===== src/rtl/button_conditioner.sv =====
// button_conditioner: per-button synchroniser, debouncer and rising-edge pulse generator.
// Ports: clk, async_nreset (async assert, active-low), btn_raw[NUM_BTN] raw levels,
//        btn_level[NUM_BTN] debounced level, btn_re[NUM_BTN] one-cycle press strobe.
// Optional: define BUTTON_CONDITIONER_AUTO_REPEAT_EN for held-button auto-repeat strobes.
module button_conditioner #(
    parameter int NUM_BTN         = 3,
    parameter int DEBOUNCE_CYCLES = 4,
    parameter int REPEAT_DELAY    = 16,
    parameter int REPEAT_PERIOD   = 8
) (
    input  logic               clk,
    input  logic               async_nreset,
    input  logic [NUM_BTN-1:0] btn_raw,
    output logic [NUM_BTN-1:0] btn_level,
    output logic [NUM_BTN-1:0] btn_re
);
    localparam int CW = $clog2(DEBOUNCE_CYCLES) + 1;
    localparam logic [CW-1:0] CNT_LAST = CW'(DEBOUNCE_CYCLES - 1);
    // bit 1 is the accepted level, bit 0 flags a running debounce count
    typedef enum logic [1:0] {
        LOW       = 2'b00,
        RISE_WAIT = 2'b01,
        HIGH      = 2'b10,
        FALL_WAIT = 2'b11
    } state_t;
    logic [NUM_BTN-1:0] s1, s2;
    always_ff @(posedge clk or negedge async_nreset) begin
        if (!async_nreset) begin
            s1 <= '0;
            s2 <= '0;
        end else begin
            s1 <= btn_raw;
            s2 <= s1;
        end
    end
    for (genvar g = 0; g < NUM_BTN; g++) begin : g_ch
        state_t         state, state_nx;
        logic [CW-1:0]  cnt, cnt_nx;
        logic           stable, stable_nx, re_q, rep_fire;
        assign stable = state[1];
        always_comb begin
            cnt_nx    = '0;
            stable_nx = stable;
            if (s2[g] != stable) begin
                if (cnt == CNT_LAST)
                    stable_nx = s2[g];
                else
                    cnt_nx = cnt + 1'b1;
            end
            state_nx = state_t'({stable_nx, cnt_nx != '0});
        end
        always_ff @(posedge clk or negedge async_nreset) begin
            if (!async_nreset) begin
                state <= LOW;
                cnt   <= '0;
                re_q  <= 1'b0;
            end else begin
                state <= state_nx;
                cnt   <= cnt_nx;
                re_q  <= (!stable && stable_nx) || rep_fire;
            end
        end
`ifdef BUTTON_CONDITIONER_AUTO_REPEAT_EN
        localparam int RW = $clog2(REPEAT_DELAY > REPEAT_PERIOD ? REPEAT_DELAY : REPEAT_PERIOD) + 1;
        logic [RW-1:0] rcnt;
        logic          rep_phase, rep_last;
        // rep_phase selects the initial delay versus the steady repeat period
        assign rep_last = rcnt == (rep_phase ? RW'(REPEAT_PERIOD - 1) : RW'(REPEAT_DELAY - 1));
        // only a settled HIGH with no pending mismatch may repeat
        assign rep_fire = state == HIGH && s2[g] && rep_last;
        always_ff @(posedge clk or negedge async_nreset) begin
            if (!async_nreset) begin
                rcnt      <= '0;
                rep_phase <= 1'b0;
            end else if (!stable && stable_nx) begin
                rcnt      <= '0;
                rep_phase <= 1'b0;
            end else if (stable) begin
                // a due repeat suppressed by FALL_WAIT is held so an aborted release resumes the phase
                rcnt      <= rep_last ? (rep_fire ? '0 : rcnt) : rcnt + 1'b1;
                rep_phase <= rep_phase | rep_fire;
            end
        end
`else
        assign rep_fire = 1'b0;
`endif
        assign btn_level[g] = stable;
        assign btn_re[g]    = re_q;
    end
endmodule


===== config.mk =====
export PLATFORM = sky130hd
export DESIGN_NAME = button_conditioner
export DESIGN_NICKNAME = d
export VERILOG_FILES = /design/src/rtl/button_conditioner.sv
export SDC_FILE = /design/constraint.sdc
export NUM_CORES = 1
export LEC_CHECK = 0
export ABC_AREA = 1
export CORE_UTILIZATION = 50
export CTS_BUF_LIST = sky130_fd_sc_hd__clkbuf_2
export CTS_CLUSTER_SIZE = 30
export DETAILED_ROUTE_END_ITERATION = 10
export PLACE_DENSITY = 0.74
export SYNTH_ARGS = -nofsm -noshare
export SYNTH_HDL_FRONTEND = slang
export SYNTH_SLANG_ARGS = --single-unit

===== constraint.sdc =====
create_clock -name clk -period 3.25 [get_ports clk]
set_clock_uncertainty 0.15 [all_clocks]
set_input_delay 0.65 -clock clk [delete_from_list [all_inputs] [get_ports clk]]
set_output_delay 0.65 -clock clk [all_outputs]
set_load 0.02 [all_outputs]

; Yosys cells after proc, flatten, opt, wreduce, memory -nomap -nowiden
; Cells that the tools add are included.
[op_classes]
n_eq_ne = 6
mul = 0
order_cmp = 0
n_addsub = 3
shift = 0
div = 0
reduce_logical = 9
bitwise_logic = 0
mux = 12
[ops]
columns = operator, n
row1 = two-way mux 3 bit, 6
row2 = adder 3 x 1 -> 3 bit (second input constant), 3
row3 = equality test 3 x 2 -> 1 bit (second input constant), 3
row4 = nonzero test 3 bit, 3
row5 = two-way mux 1 bit, 6
row6 = logical AND 1 bit, 3
row7 = zero test 1 bit, 3
row8 = inequality test 1 bit, 3
[word_totals]
word_cells = 41
ram_bits = 0
rom_bits = 0
n_memories = 0
latchBits = 0
output_inout_bits = 6
ff_bits = 24

; Longest topological paths before layout
[logic_depth]
ltp_word = 4
ltp_mapped = 4
mapped_depth_nobuf = 4

; Worst setup path before layout
; OpenSTA, ideal clock, no wires.
[synth_timing]
kind = flip-flop to output port
from = register g_ch[0].re_q
to = output port btn_re[0]
stages_incl_launch_ff = 2
path_slack_ps = 1968
required_time_ps = 2450
arrival_ps = 482
cell_sequence = dfrtp_1 > buf_4
[synth_rtl]
columns = item, line_no
row1 = start: declaration, 39  ; logic stable, stable_nx, re_q, rep_fire;
row2 = start signal: assignment, 60  ; re_q <= (!stable && stable_nx) || rep_fire;
row3 = end: declaration, 15  ; output logic [NUM_BTN-1:0] btn_re
; No word-level cell between the ends.

; Final worst setup path
[layout_timing]
from = register g_ch[0].state[1]
to = output port btn_level[0]
[layout_rtl]
columns = item, line_no
row1 = start: declaration, 37  ; state_t state, state_nx;
row2 = start signal: assignment, 58  ; state <= state_nx;
row3 = end: declaration, 14  ; output logic [NUM_BTN-1:0] btn_level,
; No word-level cell between the ends.

==> run_results.csv <==
group,metric,value,unit
placement,place_congestion,0.784,
worst_setup_path,critPathCaptureType,"primary output",
placement,dpl.hpwl,743,um
sta,period_minus_slack,2190,ps
power,p_leak,0.492,nW
global_route,grt_pass1_vias,499,
global_route,grt_max_degree,22,
clock_network,clk_pin_slew,190,ps
sta,post-route-period-util,67.5,%
die,ioPinCount,11,
die,core-area,0.00151,mm2
job,drv_cap,0,
worst_setup_path,path_buf_inv,1,
power,power_density,708,mW/mm2
global_route,gr-total-overflow,0,
worst_setup_path,cp.arrival,1390,ps
placement,port_buffers,10,
route,vias_per_cell,4.47,
sta,setup_viol,0,
clock_network,numCtsBuffers,3,
finish,drive_above_1_share,5.26,%
clock_network,cts_tree,"yes",
synth,synth_top_area_share,65.2,%
route,drtIter0Drc,11,
sta,max_clock_freq,0.456,GHz
clock_network,ctsResizeCount,0,
sta,hold_viol_final,0,
clock_network,ctsHoldBuffers,0,
sta,rsz0062_at_grt,"false",
power,ir_drop,0.319,mV
worst_setup_path,cp_cell_sequence,"clkdlybuf4s50_1",
finish,regArea,526,um2
synth,synth-warning-count,0,
synth,ys_ff_latch,21,
global_route,grtUsageTotal,14.1,%
route,finalWirelength,1010,um
die,fp.dieW,42.1,um
finish,diodes,0,
worst_setup_path,critPathLaunchType,"flip-flop",
worst_setup_path,max_stage_delay,630,ps
power,p_total,0.655,mW
route,drc_errors,0,
worst_setup_path,critPathRequiredTime,2450,ps
synth,synth_sequential_area_ratio,65.2,%
die,initial_core_util,53.5,%
clock_network,post_cts_buffers,0,
sta,worst_slew_pin_slew,875,ps
global_route,grt_pass1_wl,1810,um
route,wl_per_cell,9.09,um
synth,ys_types,8,
finish,fillers,138,
die,core.rowCount,14,
finish,multi_input_area,194,um2
sta,drv_slew,0,
clock_network,clockBufferDepth,2,
finish,fin_nets,104,
die,die_y,42.1,um
clock_network,root_buffer,"clkbuf_2",
synth,netlist_top_cells_area,"dfrtp_1 65%, nand2_1 11%, inv_1 7.9%",
worst_hold_path,min_path_type,"flip-flop to flip-flop",
status,status,"completed",
worst_setup_path,crit_type,"flip-flop to primary output",
die,die-area,0.00178,mm2
clock_network,worstSkewPairLatency,310,ps
synth,avgSynthCellArea,9.59,um2
global_route,antenna_found_initial,0,
worst_setup_path,path_delay_family,"buffers and inverters",
synth,synth_fp_nets,92,
sta,finalSetupTns,0,ps
clock_network,clock_sinks,21,
sta,hold_ws,237,ps
worst_setup_path,critPathMaxFanout,5,
worst_setup_path,slowest_stage,"clkdlybuf4s50_1",
route,num_vias,496,
route,ant_nets,0,
synth,synth_area_leader_cell,"dfrtp_1",
route,firstDrtPassIters,4,
clock_network,cts_max_level,1,
synth,synthCells,84,
finish,area_growth,14.9,%
synth,synth_area,806,um2
sta,relSlewSlack,41.5,%
## final cells by class
cell class,count,share of cell area [%]
multi-input cells,43,20.9
inverters,17,6.89
clock buffers,3,1.62
clock inverters,1,0.811
well taps,16,2.16
flip-flops and latches,21,56.8
repair buffers,10,10.8
## metal layers
| layer | vias to the layer above | share of wire [%] | global-route usage, % |
|---|---|---|---|
| li1 | 261 | - | - |
| met1 | 223 | 47 | 15.9 |
| met2 | 10 | 47 | 23.1 |
| met3 | 2 | 4.4 | 2.59 |
| met4 | 0 | 0.89 | 11.3 |
| met5 | - | 0 | 0 |
## path summary, 6_finish.rpt
kind                                   from          endpoint  slack [ps]  cells past startpoint
max                        g_ch[0].state[1]      btn_level[0]        1060                      1
min                                   s1[0]             s2[0]         240                      0
max reg2reg                  g_ch[0].cnt[0]    g_ch[0].cnt[1]        2160                      4
min reg2reg                           s1[0]             s2[0]         240                      0
max in group asynchronous      async_nreset  g_ch[1].state[1]        1760                      1
min in group asynchronous      async_nreset  g_ch[0].state[1]         650                      1
## Yosys cell counts, drive strengths merged
cell type	count
nand2	25
ha	3
buf	3
nor2	12
inv	17
nand3	3
dfrtp	21
## metrics by stage
stage | instances | util (%) | setup slack, ps | cell area [um2]
global route | 111 | 61.5 | 973 | 926
CTS | 111 | 61.5 | 1020 | 926
finish | 111 | 61.5 | 1060 | 926
floorplan | 84 | - | 1970 | 806
detailed placement | 107 | 60.0 | 1310 | 903
global placement | 107 | 60.0 | 1320 | 903
## report_power, final
| group | internal [mW] | leakage, nW | switching, mW | total (mW) |
|---|---|---|---|---|
| logic | 0.0897 | 0.211 | 0.112 | 0.202 |
| clock network | 0.0287 | 0.0126 | 0.0747 | 0.103 |
| registers | 0.316 | 0.268 | 0.0347 | 0.350 |
## registers in the layout (all words and copies together) (netlist names)
register	count
g_ch.re_q	3
g_ch.cnt	9
s2	3
s1	3
g_ch.state	3
## cell usage in the layout (no fill, tap or decap)
master	netlist	routed
nor2_1	12	12
nand3_1	3	3
clkdlybuf4s50_1	0	10
inv_1	17	17
nand2_1	24	24
dfrtp_1	21	21
ha_1	3	3
clkinvlp_4	0	1
nand2_2	1	1
clkbuf_2	0	3
## cell families (layout without fill, tap and decap cells)
logic type | count (synthesis) | after routing | share of synthesized area, %
and+or+nand+nor | 40 | 40 | 19.4
DFF | 21 | 21 | 65.2
buffers and inverters | 20 | 31 | 10.7
adders and majority gates | 3 | 3 | 4.66
Note: power is estimated with default switching activity, not from simulation.
